===== config.mk =====
export PLATFORM = sky130hd
export DESIGN_NAME = scan_chain_reg
export DESIGN_NICKNAME = d
export VERILOG_FILES = /design/src/rtl/scan_pkg.sv /design/src/rtl/scan_seg.sv /design/src/rtl/scan_chain_reg.sv
export SDC_FILE = /design/constraint.sdc
export NUM_CORES = 1
export LEC_CHECK = 0
export ABC_AREA = 1
export CORE_ASPECT_RATIO = 1.75
export CORE_UTILIZATION = 38
export CTS_CLUSTER_DIAMETER = 100
export CTS_CLUSTER_SIZE = 16
export DETAILED_ROUTE_END_ITERATION = 10
export GPL_TIMING_DRIVEN = 0
export MAX_ROUTING_LAYER = met4
export PLACE_DENSITY = 0.71
export SYNTH_ARGS = -nofsm -noshare
export SYNTH_HDL_FRONTEND = slang
export SYNTH_HIERARCHICAL = 1
export SYNTH_SLANG_ARGS = --single-unit

===== constraint.sdc =====
create_clock -name CLK -period 1.18 [get_ports CLK]
set_input_delay 0.177 -clock CLK [delete_from_list [all_inputs] [get_ports CLK]]
set_output_delay 0.177 -clock CLK [all_outputs]
set_load 0.01 [all_outputs]

===== src/rtl/scan_pkg.sv =====
// Shared types and sizing helpers for the segmented mux-scan register.
package scan_pkg;

  typedef enum logic [1:0] {
    MODE_HOLD    = 2'd0,
    MODE_CAPTURE = 2'd1,
    MODE_SHIFT   = 2'd2
  } scan_mode_e;

  function automatic int seg_len(input int width, input int chains);
    return width / chains;
  endfunction

  function automatic int cnt_width(input int len);
    return $clog2(len + 1);
  endfunction

  function automatic bit split_ok(input int width, input int chains);
    return (chains > 0) && (width > 0) && ((width % chains) == 0);
  endfunction

endpackage


===== src/rtl/scan_seg.sv =====
// One LEN-bit scan chain segment: shift toward the MSB, parallel capture, or hold.
module scan_seg
  import scan_pkg::*;
#(
  parameter int LEN = 4
) (
  input  logic             CLK,
  input  logic             R,
  input  scan_mode_e       i_mode,
  input  logic             i_si,
  input  logic [LEN-1:0]   i_d,
  output logic [LEN-1:0]   o_seg,
  output logic             o_so
);

  logic [LEN-1:0] r_seg;
  logic [LEN-1:0] w_shift;

  genvar gi;
  generate
    for (gi = 0; gi < LEN; gi++) begin : g_shift
      if (gi == 0) begin : g_head
        assign w_shift[gi] = i_si;
      end else begin : g_body
        assign w_shift[gi] = r_seg[gi-1];
      end
    end
  endgenerate

  always_ff @(posedge CLK) begin
    if (!R) begin
      r_seg <= '0;
    end else begin
      case (i_mode)
        MODE_SHIFT:   r_seg <= w_shift;
        MODE_CAPTURE: r_seg <= i_d;
        default:      r_seg <= r_seg;
      endcase
    end
  end

  assign o_seg = r_seg;
  // The MSB is the bit that leaves on the next shift.
  assign o_so  = r_seg[LEN-1];

endmodule


===== src/rtl/scan_chain_reg.sv =====
// WIDTH-bit mux-scan register split into CHAINS chains, with update shadow and
// shift counter. Define SCAN_BYPASS_EN to add a per-chain 1-bit bypass path (BYP).
module scan_chain_reg
  import scan_pkg::*;
#(
  parameter  int WIDTH  = 8,
  parameter  int CHAINS = 1,
  localparam int LEN    = seg_len(WIDTH, CHAINS),
  localparam int CNT_W  = cnt_width(LEN)
) (
  input  logic              CLK,
  input  logic              R,
  input  logic              SE,
  input  logic              CE,
  input  logic              UPD,
`ifdef SCAN_BYPASS_EN
  input  logic              BYP,
`endif
  input  logic [WIDTH-1:0]  D,
  input  logic [CHAINS-1:0] SI,
  output logic [CHAINS-1:0] SO,
  output logic [WIDTH-1:0]  Q,
  output logic [WIDTH-1:0]  CHAIN,
  output logic [CNT_W-1:0]  SHIFT_CNT,
  output logic              SHIFT_DONE
);

  localparam logic [CNT_W-1:0] LEN_CNT = CNT_W'(LEN);

  generate
    if (!split_ok(WIDTH, CHAINS)) begin : g_bad_split
      $error("scan_chain_reg: WIDTH must be a positive multiple of CHAINS");
    end
  endgenerate

  logic              w_byp_act;
  scan_mode_e        w_mode;
  logic [WIDTH-1:0]  w_chain;
  logic [CHAINS-1:0] w_seg_so;
  logic [WIDTH-1:0]  r_q;
  logic [CNT_W-1:0]  r_cnt;

`ifdef SCAN_BYPASS_EN
  logic [CHAINS-1:0] r_byp;

  assign w_byp_act = SE & BYP;

  always_ff @(posedge CLK) begin
    if (!R) begin
      r_byp <= '0;
    end else if (w_byp_act) begin
      r_byp <= SI;
    end
  end

  assign SO = BYP ? r_byp : w_seg_so;
`else
  assign w_byp_act = 1'b0;
  assign SO        = w_seg_so;
`endif

  // Shift beats capture; an active bypass freezes the main chain.
  always_comb begin
    w_mode = MODE_HOLD;
    if (SE) begin
      w_mode = w_byp_act ? MODE_HOLD : MODE_SHIFT;
    end else if (CE) begin
      w_mode = MODE_CAPTURE;
    end
  end

  genvar gi;
  generate
    for (gi = 0; gi < CHAINS; gi++) begin : g_chain
      scan_seg #(
        .LEN (LEN)
      ) u_seg (
        .CLK    (CLK),
        .R      (R),
        .i_mode (w_mode),
        .i_si   (SI[gi]),
        .i_d    (D[gi*LEN +: LEN]),
        .o_seg  (w_chain[gi*LEN +: LEN]),
        .o_so   (w_seg_so[gi])
      );
    end
  endgenerate

  always_ff @(posedge CLK) begin
    if (!R) begin
      r_cnt <= '0;
    end else begin
      case (w_mode)
        MODE_SHIFT: begin
          if (r_cnt != LEN_CNT) begin
            r_cnt <= r_cnt + CNT_W'(1);
          end
        end
        MODE_CAPTURE: r_cnt <= '0;
        default:      r_cnt <= r_cnt;
      endcase
    end
  end

  // Shadow takes the pre-edge chain, so it can coincide with shift or capture.
  always_ff @(posedge CLK) begin
    if (!R) begin
      r_q <= '0;
    end else if (UPD) begin
      r_q <= w_chain;
    end
  end

  assign Q          = r_q;
  assign CHAIN      = w_chain;
  assign SHIFT_CNT  = r_cnt;
  assign SHIFT_DONE = (r_cnt == LEN_CNT);

endmodule


---- Word level (Yosys, flattened, before mapping) ----
Index checks and enable logic that the tools add are counted.
storage, ports and cells
  register bits ........................... 20
  bits in latches ......................... 0
  RAM bits ................................ 0
  bits in read-only memories .............. 0
  logic and storage cells ................. 16
  memories ................................ 0
operators by class
  add/subtract/negate cells ............... 1
  multipliers ............................. 0
  div/mod/pow operators ................... 0
  magnitude comparators ................... 0
  equal/unequal tests ..................... 5
  shift operators ......................... 0
  muxes and demuxes ....................... 5
  bitwise gates (word level) .............. 0
  reduce and logical (&&, ||, !) cells .... 2
operator list
  kind                                                  number
  case mux 8 bit (2 select lines)                       1
  case mux 4 bit (2 select lines)                       1
  adder 4 x 1 -> 4 bit (second input constant)          1
  equality test 4 bit (second input constant)           1
  two-way mux 4 bit                                     1
  != test 4 bit (second input constant)                 1
  equality test 2 x 1 -> 1 bit (second input constant)  1
  equality test 2 bit (second input constant)           1
  two-way mux 2 bit                                     1
  != test 2 bit (second input constant)                 1
  AND reduction 2 bit                                   1
  nonzero test 2 bit                                    1
  two-way mux 1 bit                                     1

---- Depth between registers and ports, before layout ----
  depth in word-level cells ............... 5
  depth in mapped cells ................... 10
  mapped depth without buffers ............ 8

---- By module ----
Netlist, hierarchy kept.
by module, submodules not included
  module          instances  cells each  area each (µm²)  seq. area each (µm²)
  scan_chain_reg  1          69          515.5            240.2
  scan_seg        1          71          440.4            160.2

---- Least setup slack after synthesis ----
No wires, ideal clock.
  path kind ............................... input -> register
  start point ............................. in SE
  end point ............................... reg g_chain[0].u_seg.r_seg[1]
  setup time .............................. 0.117 ns
  arrival ................................. 1.070 ns
  data required time ...................... 1.063 ns
  setup slack ............................. -0.007 ns
  stages .................................. 9
  buffers on the path ..................... 1
  path through ............................ inv_1 nand2_1 inv_1 ha_1 inv_2 buf_2 nand2_1 nor2_1 nor2_1
between the ends
  longest elaborated chain between the ends .. 3
  elaborated cells between the ends (all ways) .. 5
  those cells by class .................... eq/ne: 2; mux: 2; reduce/logical: 1
RTL lines
  element                                                                line                  RTL
  start, declared                                                        scan_chain_reg.sv:13  input logic SE,
  two-way mux 2 bit (*)                                                  scan_chain_reg.sv:65  if (SE) begin
  named net w_mode[0]                                                    scan_chain_reg.sv:37  scan_mode_e w_mode;
  equality test 2 x 1 -> 1 bit or equality test 2 bit (tied branches)    scan_seg.sv:34        case (i_mode)
  case mux 8 bit (2 select lines) or nonzero test 2 bit (tied branches)  n/a
  end signal, assigned                                                   scan_seg.sv:35        MODE_SHIFT: r_seg <= w_shift;
  end signal, assigned                                                   scan_seg.sv:36        MODE_CAPTURE: r_seg <= i_d;
  end signal, assigned                                                   scan_seg.sv:37        default: r_seg <= r_seg;
  end, declared                                                          scan_seg.sv:16        logic [LEN-1:0] r_seg;
The timed path passes the listed nets; every way through them passes the cells marked *.
A chain may end at the register's enable or synchronous reset.

---- Worst setup path after layout ----
  start point ............................. reg r_cnt[0], in the netlist SHIFT_CNT[0]
  end point ............................... out SHIFT_DONE
between the ends
  longest elaborated chain between the ends .. 1
RTL lines
  element                 line                   RTL
  start, declared         scan_chain_reg.sv:41   logic [CNT_W-1:0] r_cnt;
  start signal, assigned  scan_chain_reg.sv:96   r_cnt <= r_cnt + CNT_W'(1);
  start signal, assigned  scan_chain_reg.sv:100  default: r_cnt <= r_cnt;
  equality test 4 bit     scan_chain_reg.sv:117  assign SHIFT_DONE = (r_cnt == LEN_CNT);
  end, declared           scan_chain_reg.sv:25   output logic SHIFT_DONE
Every way passes these cells.

==> impl_results.md <==
* DRT iter0 DRCs at a little under 60
* Largest net degree at the start of global routing at 19
* PwrDens at ~1200 nW/µm²
* Fill cells at ~220
* Port bufs at 35
* GPL Wtd Cong at between 0.7 and 0.8
* Area post-placement at between 1000 and 1500 µm²
* Die area at around 2700 µm²
* CP arrival at between 1000 and 1500 ps
* Synthesized area per cell at 6.83 µm²
* Post-Layout Inst Area at approximately 1500 µm²
* Worst-margin pin slew at ~550 ps
* Register area share after synthesis at between 40% and 50%
* WP buf/inv at 2
* WL final at about 2.7 mm
* GRT overflow at 0
* CTS tree: yes
* I/O Pins at 36
* Slew Limit Headroom at between 60% and 70%
* CTS buffer count at 3
* Setup tns final at -170 ps
* CP max stage cell: dfxtp_4
* Skew final at approximately 4.9 ps
* Core footprint at between 2000 and 2500 µm²
* Design Power at 1.87 mW
* # H-tree levels at 1
* Status: finished with violations
* Area contributors post-synth: dfxtp_1 42%, nor2_1 16%, nand2_1 9.0%, o21ai_0 7.3%, inv_1 6.3%
* Post-Syn Nets at about 160
* Via Count at ~1100
* Rows at 23
* Vias in the first global route at 954
* Achievable Freq at roughly 800 MHz
* Tmin final at between 1000 and 1500 ps
* DR pass1 iterations at 4
* CP endpoint kind: output port
* WS Path Type: register to output port
* Clock root buffer: clkbuf_8
* Non-Filler Instances at around 210
* Max layer used: met4
* Initial cell density of the core at about two fifths
* Antenna diodes at 0
* Worst Setup Start Kind: register
* Layout area overhead at 59.2%
* Cell family with most CP delay: flip-flops
* Hold WS at roughly 290 ps
* Max cap viols at 0
* Commonest cells after routing, fill and taps aside: 39 x nor2_1, 20 x dlygate4sd2_1, 19 x nand2_1
* Die Ht at 68.4 µm
* Mapped cell area at approximately 960 µm²
* RSZ-0062 raised after global routing: yes
* Cts hold-fix bufs at 0
* TritonCTS Sinks at 20
* Final nets at between 200 and 250
* Pleak at roughly 0.76 nW
* Syn Inst Count at 140
* M1 WL at 1.00 mm
* CTS Buffer Depth at 2
* Crit-path max cell delay at approximately 350 ps
* Share of the synthesized area in the top cell type at 41.9%
* Period Utilization, post-route at 109%
* GRT Util Overall at 22.2%
* CTS clk-pin slew, worst paths at about 70 ps
* Critical Path, Cell by Cell: inv_4, ha_4, nand2_2, nor2_2, buf_2
* Global-route wire length before repair at 4.04 mm
* Endpoints failing hold at 0
* Failing checks: setup timing
* Area of the multi-input gates at around 500 µm²
* Detail Route Antenna Nets at 0
* Peak supply drop at 0.000904 V
* Setup WS post-layout at -103 ps
* DR WL/cell at approximately 13 µm
* Clk Latency, worst-skew pair at 260 ps
* Critical path required time at 1000 ps
* Most common cell after layout, fill and taps aside: nor2_1
* Final setup fails at 3
* Post-DP HPWL at between 1.5 and 2 mm
* Synth Register Bits at 20
* Layout cells sized above 1 at roughly 25%
* Hold/Removal Path Class: primary input to register
* Crit Path Max Fanout at 2
* Die Wd at 39.9 µm
* Antenna violations before repair at 0
* Drt drc at 0
* Synth warn at 6
* Register area at around 420 µm²
* Vias per inst at 4.96
* Cell taking the most area after synthesis: dfxtp_1
* Distinct cells, synth at 19
* Inst Count DP at 200
* WL met2 at roughly 1.5 mm
* Met3 wire len at roughly 130 µm
* Max Slew Vio Count at 0
stage by stage:
stage	utilization, %	setup WS (ps)
after global placement	57.5	-697
final	65.3	-103
after global routing	65.3	-170
after CTS	62.8	-47.0
after floorplan	-	23.9
after detailed placement	57.5	-695
synthesized netlist by cell type:
cell type and instances:
nand4_1 1, clkinv_2 1, buf_6 2, buf_4 1
xor2_1 1, buf_2 1, nor2_2 2, o21ai_1 3
o21ai_0 14, nand3_2 1, nand2_1 23, a21oi_1 4
nand2_4 1, nor2_1 40, inv_1 16, ha_1 3
dfxtp_1 20, inv_2 2, nand3_1 4
power breakdown:
group	internal (mW)	switching (mW)	total, mW
Combinational	0.206	0.208	0.415
Clock	0.453	0.231	0.684
Sequential	0.728	0.0472	0.775
Total	1.39	0.487	1.87
path summary, 6_finish.rpt:
kind                startpoint            to  slack (ps)  cells past startpoint
setup reg to reg  SHIFT_CNT[0]  SHIFT_CNT[2]         -50                      6
hold reg to reg           Q[0]          Q[0]         500                      2
hold / removal              SE  SHIFT_CNT[1]         290                      4
setup / recovery  SHIFT_CNT[0]    SHIFT_DONE        -100                      5
repair_timing:
item,CTS,global route
gates resized for setup,47,19
pin swaps,2,4
buffers inserted,5,2
cloned,1,0
endpoints found under the setup margin,34,19
hold endpoints to repair,0,0
metal layers:
metal / global-route usage (%) / vias to the layer above
met4: 10.3 / 0
li1: - / 523
met1: 21.1 / 476
met3: 2.92 / 8
met2: 40.9 / 45
met5: - / -
cell type report:
cell class | count | area share, %
plain buffers | 4 | 2.71
clock buffers | 3 | 2.71
clock inverters | 1 | 1.97
inverters | 19 | 5.18
multi-input cells | 97 | 33.2
flip-flops and latches | 20 | 27.4
well taps | 25 | 2.06
repair buffers | 43 | 24.8
sequential cells by signal, summed over array words and instances, names as in the netlist:
register             cells
Q                        8
g_chain.u_seg/o_seg      8
SHIFT_CNT                4
worst reg2reg max path, cell delays in order (launching register included):
cell,delay [ps]
dfxtp_4,350
buf_4,140
buf_6,120
ha_4,150
xor2_1,180
nand2_2,90
a21oi_2,130
cells by family (layout without fill, tap and decap cells):
| kind of cell | count (synthesis) | in the layout | share of synthesized area, % |
|---|---|---|---|
| flip-flops | 20 | 20 | 41.9 |
| adder cells (fa/ha/maj) | 3 | 3 | 3.93 |
| buffers and inverters | 23 | 70 | 11.3 |
| AND/OR/NAND/NOR | 72 | 72 | 31.0 |
| XOR/XNOR | 1 | 1 | 0.916 |
| AO/OA/AOI/OAI | 21 | 21 | 11.0 |
(Power assumes the default switching activity.)
